[config.mk]
export PLATFORM = sky130hd
export DESIGN_NAME = mdu_iter_flat
export DESIGN_NICKNAME = d
export VERILOG_FILES = /design/src/rtl/mdu_iter_if.sv /design/src/rtl/mdu_iter.sv /design/src/flat_wrapper.sv
export SDC_FILE = /design/constraint.sdc
export NUM_CORES = 1
export LEC_CHECK = 0
export CAP_MARGIN = 0
export CORE_MARGIN = 1
export CORE_UTILIZATION = 35
export DETAILED_ROUTE_END_ITERATION = 16
export PLACE_DENSITY = 0.54
export SYNTH_ARGS = -nofsm -noshare
export SYNTH_HDL_FRONTEND = slang
export SYNTH_SLANG_ARGS = --single-unit
[constraint.sdc]
create_clock -name clk -period 8.5 [get_ports clk]
set_clock_uncertainty 0.1 [all_clocks]
set_input_delay 2.55 -clock clk [delete_from_list [all_inputs] [get_ports clk]]
set_output_delay 2.55 -clock clk [all_outputs]
set_load 0.01 [all_outputs]
[src/rtl/mdu_iter_if.sv]
// Request/response bundle between the EXU, the iterative multiply/divide unit and writeback.
// The master is the EXU/writeback side; the slave is the unit itself.
interface mdu_iter_if #(
  parameter int XLEN = 32
) ();
  // A transfer happens on a rising clk edge where valid && ready; the producer holds its
  // payload and valid stable until that edge, and ready may depend on state but never on valid.
  logic            in_valid;
  logic            in_ready;
  logic [2:0]      func3;
  logic [XLEN-1:0] rs1;
  logic [XLEN-1:0] rs2;
  logic            out_valid;
  logic            out_ready;
  logic [XLEN-1:0] result;

  modport master (
    output in_valid, func3, rs1, rs2, out_ready,
    input  in_ready, out_valid, result
  );

  modport slave (
    input  in_valid, func3, rs1, rs2, out_ready,
    output in_ready, out_valid, result
  );
endinterface

[src/rtl/mdu_iter.sv]
// Iterative RV32M multiply/divide unit: shift-add multiply, restoring divide, one bit per cycle.
// Define MDU_FAST_MUL_EN to compute multiplies with a single-cycle combinational multiplier.
module mdu_iter #(
  parameter int XLEN  = 32,
  parameter int CNT_W = 6
) (
  input  logic       clk,
  input  logic       rst_n,
  input  logic       flush,
  mdu_iter_if.slave  bus,
  output logic [1:0] dbg_state
);

  typedef enum logic [1:0] {
    IDLE = 2'd0,
    CALC = 2'd1,
    DONE = 2'd2
  } state_t;

  state_t              state_q, state_d;
  logic [2:0]          op_q;
  logic                neg_q;
  logic [XLEN-1:0]     opb_q;
  logic [2*XLEN-1:0]   acc_q;
  logic [CNT_W-1:0]    cnt_q;
  logic [XLEN-1:0]     result_q;

  logic                is_div_in, sgn_a_in, sgn_b_in, neg_a, neg_b, neg_in;
  logic [XLEN-1:0]     mag_a, mag_b;
  logic                div_zero, div_ovf, special, fast_done, accept, last_iter;
  logic [XLEN-1:0]     special_res;
  logic                src_div;
  logic [2*XLEN-1:0]   src_acc, iter_next;
  logic [XLEN-1:0]     src_opb;
  logic [XLEN:0]       mul_sum, trial;

  // Sign-correct a magnitude result and select the architecturally visible half.
  function automatic logic [XLEN-1:0] finish_op(input logic [2:0] op, input logic neg,
                                                 input logic [2*XLEN-1:0] v);
    logic [2*XLEN-1:0] p;
    logic [XLEN-1:0]   q, r, res;
    p = neg ? -v : v;
    q = neg ? -v[XLEN-1:0] : v[XLEN-1:0];
    r = neg ? -v[2*XLEN-1:XLEN] : v[2*XLEN-1:XLEN];
    case (op)
      3'b000:                 res = p[XLEN-1:0];
      3'b001, 3'b010, 3'b011: res = p[2*XLEN-1:XLEN];
      3'b100, 3'b101:         res = q;
      default:                res = r;
    endcase
    return res;
  endfunction

  assign is_div_in = bus.func3[2];
  assign sgn_a_in  = is_div_in ? ~bus.func3[0] : (bus.func3 == 3'b001 || bus.func3 == 3'b010);
  assign sgn_b_in  = is_div_in ? ~bus.func3[0] : (bus.func3 == 3'b001);
  assign neg_a     = sgn_a_in & bus.rs1[XLEN-1];
  assign neg_b     = sgn_b_in & bus.rs2[XLEN-1];
  assign mag_a     = neg_a ? -bus.rs1 : bus.rs1;
  assign mag_b     = neg_b ? -bus.rs2 : bus.rs2;
  // Remainders follow the dividend; products and quotients follow the sign difference.
  assign neg_in    = (is_div_in && bus.func3[1]) ? neg_a : (neg_a ^ neg_b);

  assign div_zero  = is_div_in && (bus.rs2 == '0);
  assign div_ovf   = is_div_in && !bus.func3[0] && (bus.rs2 == '1) &&
                     (bus.rs1 == {1'b1, {(XLEN-1){1'b0}}});
  assign special   = div_zero || div_ovf;
  assign special_res = div_zero ? (bus.func3[1] ? bus.rs1 : '1)
                                : (bus.func3[1] ? '0 : bus.rs1);

`ifdef MDU_FAST_MUL_EN
  logic [2*XLEN-1:0] prod_fast;
  assign prod_fast = {{XLEN{1'b0}}, mag_a} * {{XLEN{1'b0}}, mag_b};
  assign fast_done = !is_div_in;
`else
  assign fast_done = 1'b0;
`endif

  assign accept    = bus.in_valid && (state_q == IDLE) && !flush;
  assign last_iter = (cnt_q == CNT_W'(XLEN - 2));

  // The first iteration runs on the accepting edge straight from the operand magnitudes,
  // so CALC needs only XLEN-1 further cycles.
  assign src_div = (state_q == IDLE) ? is_div_in : op_q[2];
  assign src_acc = (state_q == IDLE) ? {{XLEN{1'b0}}, (is_div_in ? mag_a : mag_b)} : acc_q;
  assign src_opb = (state_q == IDLE) ? (is_div_in ? mag_b : mag_a) : opb_q;

  assign mul_sum = {1'b0, src_acc[2*XLEN-1:XLEN]} + {1'b0, (src_acc[0] ? src_opb : '0)};
  assign trial   = {src_acc[2*XLEN-1:XLEN], src_acc[XLEN-1]} - {1'b0, src_opb};

  always_comb begin
    iter_next = {mul_sum, src_acc[XLEN-1:1]};
    if (src_div) begin
      if (trial[XLEN]) iter_next = {src_acc[2*XLEN-2:XLEN-1], src_acc[XLEN-2:0], 1'b0};
      else             iter_next = {trial[XLEN-1:0], src_acc[XLEN-2:0], 1'b1};
    end
  end

  always_comb begin
    state_d = state_q;
    case (state_q)
      IDLE:    if (accept) state_d = (special || fast_done) ? DONE : CALC;
      CALC:    if (last_iter) state_d = DONE;
      DONE:    if (bus.out_ready) state_d = IDLE;
      default: state_d = IDLE;
    endcase
    if (flush) state_d = IDLE;
  end

  always_ff @(posedge clk or negedge rst_n) begin
    if (!rst_n) state_q <= IDLE;
    else        state_q <= state_d;
  end

  always_ff @(posedge clk or negedge rst_n) begin
    if (!rst_n) begin
      op_q     <= '0;
      neg_q    <= 1'b0;
      opb_q    <= '0;
      acc_q    <= '0;
      cnt_q    <= '0;
      result_q <= '0;
    end else if (flush) begin
      cnt_q <= '0;
    end else begin
      case (state_q)
        IDLE: if (accept) begin
          op_q  <= bus.func3;
          neg_q <= neg_in;
          opb_q <= src_opb;
          acc_q <= iter_next;
          cnt_q <= '0;
          if (special) result_q <= special_res;
`ifdef MDU_FAST_MUL_EN
          else if (fast_done) result_q <= finish_op(bus.func3, neg_in, prod_fast);
`endif
        end
        CALC: begin
          acc_q <= iter_next;
          cnt_q <= cnt_q + 1'b1;
          if (last_iter) result_q <= finish_op(op_q, neg_q, iter_next);
        end
        default: ;
      endcase
    end
  end

  assign bus.in_ready  = (state_q == IDLE);
  assign bus.out_valid = (state_q == DONE);
  assign bus.result    = result_q;
  assign dbg_state     = state_q;

endmodule
[src/flat_wrapper.sv]
// flat-port wrapper written by rule: the top's interface ports become plain ports
module mdu_iter_flat 
#(
  parameter int XLEN  = 32,
  parameter int CNT_W = 6
)
  (clk, rst_n, flush, dbg_state, bus_in_valid, bus_func3, bus_rs1, bus_rs2, bus_out_ready, bus_in_ready, bus_out_valid, bus_result);
  mdu_iter_if #(.XLEN(XLEN)) bus_i ();
  input  logic clk;
  input  logic rst_n;
  input  logic flush;
  output logic [1:0] dbg_state;
  input wire logic [$bits(bus_i.in_valid)-1:0] bus_in_valid;
  input wire logic [$bits(bus_i.func3)-1:0] bus_func3;
  input wire logic [$bits(bus_i.rs1)-1:0] bus_rs1;
  input wire logic [$bits(bus_i.rs2)-1:0] bus_rs2;
  input wire logic [$bits(bus_i.out_ready)-1:0] bus_out_ready;
  output wire logic [$bits(bus_i.in_ready)-1:0] bus_in_ready;
  output wire logic [$bits(bus_i.out_valid)-1:0] bus_out_valid;
  output wire logic [$bits(bus_i.result)-1:0] bus_result;
  assign bus_i.in_valid = bus_in_valid;
  assign bus_i.func3 = bus_func3;
  assign bus_i.rs1 = bus_rs1;
  assign bus_i.rs2 = bus_rs2;
  assign bus_i.out_ready = bus_out_ready;
  assign bus_in_ready = bus_i.in_ready;
  assign bus_out_valid = bus_i.out_valid;
  assign bus_result = bus_i.result;
  mdu_iter #(.XLEN(XLEN), .CNT_W(CNT_W)) u_core (.clk(clk), .rst_n(rst_n), .flush(flush), .bus(bus_i), .dbg_state(dbg_state));
endmodule
==> out/qor.csv, run 1 <==
metric;value;unit
status;finished with violations;
failed_checks;negative setup slack;
finalWorstSetupSlack;-0.118;ns
fillers;4751;
start_util;35.7;%
maxCapViolations;0;
root_buffer;clkbuf_16;
insertion_delay;0.52;ns
path_clk_slew;0.07;ns
holdPathStages;2;
die_w;226;um
post_drt_wl_per_cell;24.7;um
yosys_warnings;0;
cts_buffers;17;
antenna_found_initial;2;
cp-end-kind;flop;
synth_edf_count;0;
hold_violations;0;
place_congestion;1.03;
die_area;51100;um2
grt_max_degree;112;
r2r_cells;24;
rsz0062_at_grt;yes;
tightest_slew;1.06;ns
cts_max_level;4;
io_buffers;107;
hold_path.class;reg -> reg;
drv_slew;0;
grt_usage;36.9;%
cts_buffer_depth;2;
r2r-end;u_core.bus.result[25];
synthFlopType;dfrtp_1;
drtPass1Iterations;6;
synthCells;2441;
synth_cell_types;103;
reg2reg_slack;1.88;ns
path_max_fanout;6;
synth_area;17600;um2
final_core_util;55.4;%
hp-start;u_core.bus.result[2];
ys_ff_latch;140;
crit_type;in -> reg;
async_flop_share;100;%
dpl_cell_area;24400;um2
period_share;101;%
grt_pass1_wl;139000;um
leakagePower;11.9;nW
ir_worst_vdd;0.218;mV
coreArea;49300;um2
synth_fp_nets;2586;
dp.cells;3739;
viasPerCell;6.03;
crit_required;8.79;ns
vias;23200;
min_period;8.62;ns
r2r_start;u_core.dbg_state[1];
rows;81;
p_per_area;295;nW/um2
cts_hold_buf;0;
clock-sinks;140;
place_ws;-1.43;ns
finalSetupViolCount;3;
grt_pass1_vias;21900;
drt_iter0_drc;2376;
critPathLaunchType;input port;
drc;0;
holdPathEnd;u_core.bus.result[2];
final_cells;3851;
hpwlAfterDp;73900;um
p_total;8.04;mW
overflow;0;
wirelength;95100;um
drtAntennaViolNets;0;
nNetsFinal;3318;
area_delta_synth_final;55.4;%
ios;108;
die_h;226;um
syn_avg_cell_area;7.20;um2
finish.instance_area;27300;um2
tritoncts;built;
drive_above_1_share;36.9;%
fmaxAchievable;116;MHz
arrival;8.91;ns
slew_headroom;29.6;%
seq_area_frac_synth;19.9;%
## where the power goes
part / internal [mW] / total (mW) / switching [mW]
clock: 0.467 / 0.831 / 0.364
combinational: 2.65 / 6.03 / 3.38
sequential: 0.943 / 1.18 / 0.235
## layout by cell type, fill, tap and decap left out, drive strengths merged, types with 38 or more instances in the layout
cell,count
buf,784
dfrtp,140
nand4,43
xor2,64
a21oi,201
nand2,327
and2,54
inv,43
nor2,231
xnor2,102
nand3,55
o21ai,199
clkdlybuf4s50,61
nor3,71
ha,71
nor4,38
a211oi,40
## how the worst max path moves through the flow
stage	depth (start not counted)	from	to
finish	26	bus_rs1[29]	u_core.bus.result[25]
floorplan	27	bus_rs1[21]	u_core.bus.result[30]
detailed placement	29	bus_rs2[5]	u_core.bus.result[25]
global placement	29	bus_rs2[5]	u_core.bus.result[25]
CTS	31	bus_rs2[12]	u_core.bus.result[30]
global route	28	bus_rs1[16]	u_core.bus.result[30]
## registers in the layout (all words and copies together) (netlist names)
register           flops
u_core.opb_q          32
u_core.acc_q          64
u_core.dbg_state       2
u_core.neg_q           1
u_core.cnt_q           6
u_core.bus.result     32
u_core.op_q            3
## routing by layer
metal / global-route usage [%] / up-vias / routed length, um
met1: 48.7 / 11300 / 40200
met4: 19.2 / 0 / 5180
met2: 57.7 / 1191 / 41900
met3: 6.15 / 249 / 7780
li1: - / 10500 / -
met5: 0 / - / 0
## cells in the mapped netlist (25+ instances only)
library cell | number | area, um2
clkbuf_1 | 136 | 510
a31oi_1 | 29 | 181
a21o_1 | 29 | 218
nor2_1 | 230 | 863
a211oi_1 | 39 | 293
mux2i_1 | 25 | 250
or3_1 | 30 | 188
nor3_1 | 67 | 335
xnor2_1 | 102 | 893
xor2_1 | 64 | 561
ha_1 | 71 | 888
nor4_1 | 32 | 200
dfrtp_1 | 140 | 3500
o21ai_0 | 186 | 931
and2_1 | 52 | 325
nand4_1 | 42 | 263
a21oi_1 | 198 | 991
o31ai_1 | 34 | 255
inv_1 | 42 | 158
nand3_1 | 55 | 275
nand2_1 | 325 | 1220
## critical path: stages
cell and delay, ns:
clkdlybuf4s50_1 0.47, or2_4 0.30, or3b_4 0.40, nor4_4 0.33, a211oi_2 0.09, or3_4 0.42, ha_4 0.19, fa_2 0.43
nor2b_4 0.16, o31ai_4 0.10, a211oi_4 0.27, buf_6 0.14, buf_6 0.10, o21ai_4 0.07, a21oi_4 0.26, nor3_4 0.11
buf_12 0.17, buf_8 0.12, a222oi_1 0.34, nand4b_1 0.18, buf_6 0.18, or4b_4 0.54, o41ai_4 0.27, xnor2_2 0.20
o221ai_2 0.17, a221o_1 0.33
## area by class of cell
class	count	area [um2]	share of cell area, %
Inverter	43	161	0.591
Clock inverter	13	168	0.614
Clock buffer	18	439	1.61
Antenna cell	2	5.00	0.0183
Tap cell	664	831	3.04
Multi-Input combinational cell	2084	15100	55.4
Sequential cell	140	3500	12.8
Timing Repair Buffer	887	7070	25.9
## cell families after synthesis
group	after synthesis	share of synthesized area, %
xor+xnor	166	8.28
compound gates	789	30.1
fa+ha+maj	94	6.48
buf+inv	218	4.89
flops	140	19.9
simple gates	1001	28.4
mux	33	1.94
## through the flow
stage	hold slack [ns]	setup TNS, ns
2_1_floorplan	0.338	-1.11
3_3_place_gp	0.358	-32.41
3_5_place_dp	0.365	-31.94
4_1_cts	0.382	-0.0484
5_1_grt	0.402	-1.59
6_report	0.380	-0.214
## what timing repair did
action                                  4_1_cts  5_1_grt
resized for setup                           243      189
gates cloned                                  1        0
pin swaps                                    77      128
endpoints found under the setup margin       32       31
endpoints found under the hold margin         0        0
buffers inserted                             42       40
No activity file was read; power rests on OpenSTA's default activity.
==> run 2, diff against run 1 <==
- CAP_MARGIN: 0 -> 5
- PLACE_DENSITY: 0.54 -> 0.56
- clock period: 8.5 -> 7.7 ns (I/O delays scaled with it)
==> run 2 against run 1 <==
The flow still finishes with violations (negative setup slack); first-iteration DRC count increased by 5.1%; count of clock-buffer cells in the layout down 1; cell count grew 3.1%; global-route usage grew 2.0 points; hold slack got worse by 0.0037 ns; non-clock buffer count grew 122; worst setup slack worse by 0.58 ns; routed wire length is 6.2% higher; register-to-register slack worse by 0.71 ns; flip-flop and latch count unchanged; sequential power up 10%; highest routed layer unchanged.
==> out/qor.csv, run 2 (synthesized netlist as in run 1, its figures left out) <==
metric;value;unit;change
failed_checks;negative setup slack;;
critPathLaunchType;input port;;
cts_buffers;17;;unchanged
dp.cells;3774;;+0.94%
drtAntennaViolNets;0;;unchanged
drtPass1Iterations;6;;unchanged
status;finished with violations;;
drive_above_1_share;41.7;%;+4.8 points
die_area;51100;um2;unchanged
place_congestion;1.05;;+2.4%
largest_reg_flops;64;;unchanged
path_clk_slew;0.07;ns;about the same
fillers;4600;;-3.2%
insertion_delay;0.48;ns;-0.04 ns
place_ws;-2.17;ns;-0.739 ns
layout_commonest_cell;buf_4;;
final_cell_mix;buf_4, nand2_1, nor2_1;;
nNetsFinal;3439;;+3.6%
hpwlAfterDp;77200;um;+4.4%
arrival;8.65;ns;-0.26 ns
cp-end-kind;flop;;
coreArea;49300;um2;unchanged
crit_type;in -> reg;;
maxCapViolations;0;;unchanged
grt_pass1_vias;22900;;+4.5%
tightest_slew;1.19;ns;+0.139 ns
slew_headroom;20.4;%;-9.2 points
cts_buffer_depth;2;;unchanged
ir_worst_vdd;0.218;mV;+0.14%
tritoncts;built;;
hold_path.class;reg -> reg;;
ios;108;;unchanged
die_h;226;um;unchanged
vias;23900;;+2.9%
finalWorstSetupSlack;-0.697;ns;-0.579 ns
cts_hold_buf;0;;unchanged
die_w;226;um;unchanged
grt_usage;38.9;%;+2.0 points
regMostFlops;u_core.acc_q;;
fmaxAchievable;119;MHz;
io_buffers;107;;unchanged
grt_pass1_wl;147000;um;+5.4%
clock-sinks;140;;unchanged
grt_max_degree;107;;-4.5%
leakagePower;12.7;nW;+6.5%
drv_slew;0;;unchanged
period_share;109;%;
wirelength;101000;um;+6.2%
rsz0062_at_grt;yes;;
n_antenna_cell;0;;-2
rows;81;;unchanged
post_drt_wl_per_cell;25.4;um;+3.0%
path_max_fanout;5;;-1
final_cells;3971;;+3.1%
overflow;0;;unchanged
hold_violations;0;;unchanged
area_delta_synth_final;65.4;%;
viasPerCell;6.02;;-0.17%
p_per_area;324;nW/um2;+10%
antenna_found_initial;2;;unchanged
crit_required;7.95;ns;-0.84 ns
cts_max_level;4;;unchanged
root_buffer;clkbuf_16;;
finalSetupViolCount;31;;+28
start_util;35.7;%;unchanged
drt_iter0_drc;2498;;+5.1%
min_period;8.40;ns;
drc;0;;unchanged
==> run 2: repair_timing <==
| item | 4_1_cts | 5_1_grt |
|---|---|---|
| setup endpoints to repair | 49 | 32 |
| gates resized for setup | 481 | 154 |
| pin swaps | 190 | 126 |
| hold endpoints to repair | 0 | 0 |
| buffers inserted | 121 | 62 |
==> run 2: final timing paths <==
check / from / slack (ns) / depth (start not counted) / endpoint
setup / recovery: bus_rs1[23] / -0.70 / 25 / u_core.bus.result[28]
hold / removal: u_core.acc_q[59] / 0.38 / 2 / u_core.acc_q[59]
setup reg to reg: u_core.dbg_state[1] / 1.17 / 25 / u_core.bus.result[28]
hold reg to reg: u_core.acc_q[59] / 0.38 / 2 / u_core.acc_q[59]
max in group asynchronous: rst_n / 4.16 / 2 / u_core.neg_q
min in group asynchronous: rst_n / 1.80 / 1 / u_core.acc_q[14]
==> run 2: final cells by class <==
class	instances	area, um2	area share (%)
Multi-Input combinational cell	2083	15800	54.5
Timing Repair Buffer	1009	8170	28.1
Sequential cell	140	3500	12.1
Tap cell	664	831	2.86
Clock buffer	17	425	1.46
Inverter	43	161	0.555
Clock inverter	15	138	0.474
==> run 2: metrics by stage <==
stage / TNS [ns] / instance area, um2 / power (mW) / utilization [%] / hold slack [ns]
floorplan: -12.55 / 18000 / 4.29 / - / 0.338
global placement: -76.07 / 24800 / 7.30 / 50.4 / 0.354
detailed placement: -72.46 / 24800 / 7.36 / 50.4 / 0.365
CTS: -9.33 / 28000 / 8.89 / 56.9 / 0.380
global route: -16.98 / 29100 / 9.87 / 59.0 / 0.399
finish: -13.95 / 29100 / 9.43 / 59.0 / 0.376
==> run 2: routing by layer <==
metal / part of all wire [%] / track usage, %
met5: 0 / 0
met1: 43 / 52.2
met3: 7.7 / 6.32
met2: 43 / 59.6
met4: 6.1 / 21.1
==> run 2: critical path: stages <==
cell	delay (ns)
buf_6	0.09
or4_4	0.54
or4_4	0.53
buf_6	0.17
o41ai_4	0.37
xor2_2	0.28
nand2_2	0.12
a22oi_2	0.27
ha_4	0.26
nand4_1	0.15
a21oi_2	0.07
a221o_1	0.42
nor3_4	0.35
buf_12	0.15
buf_4	0.10
nor4_1	0.06
a211o_1	0.33
or4_4	0.60
or2_4	0.31
buf_12	0.14
buf_12	0.12
nor4_4	0.36
mux2_4	0.34
nor3_2	0.15
a21oi_1	0.07
==> run 2: where the power goes <==
group	internal, mW	switching, mW
clock network	0.449	0.404
registers	1.04	0.263
logic	3.28	4.00
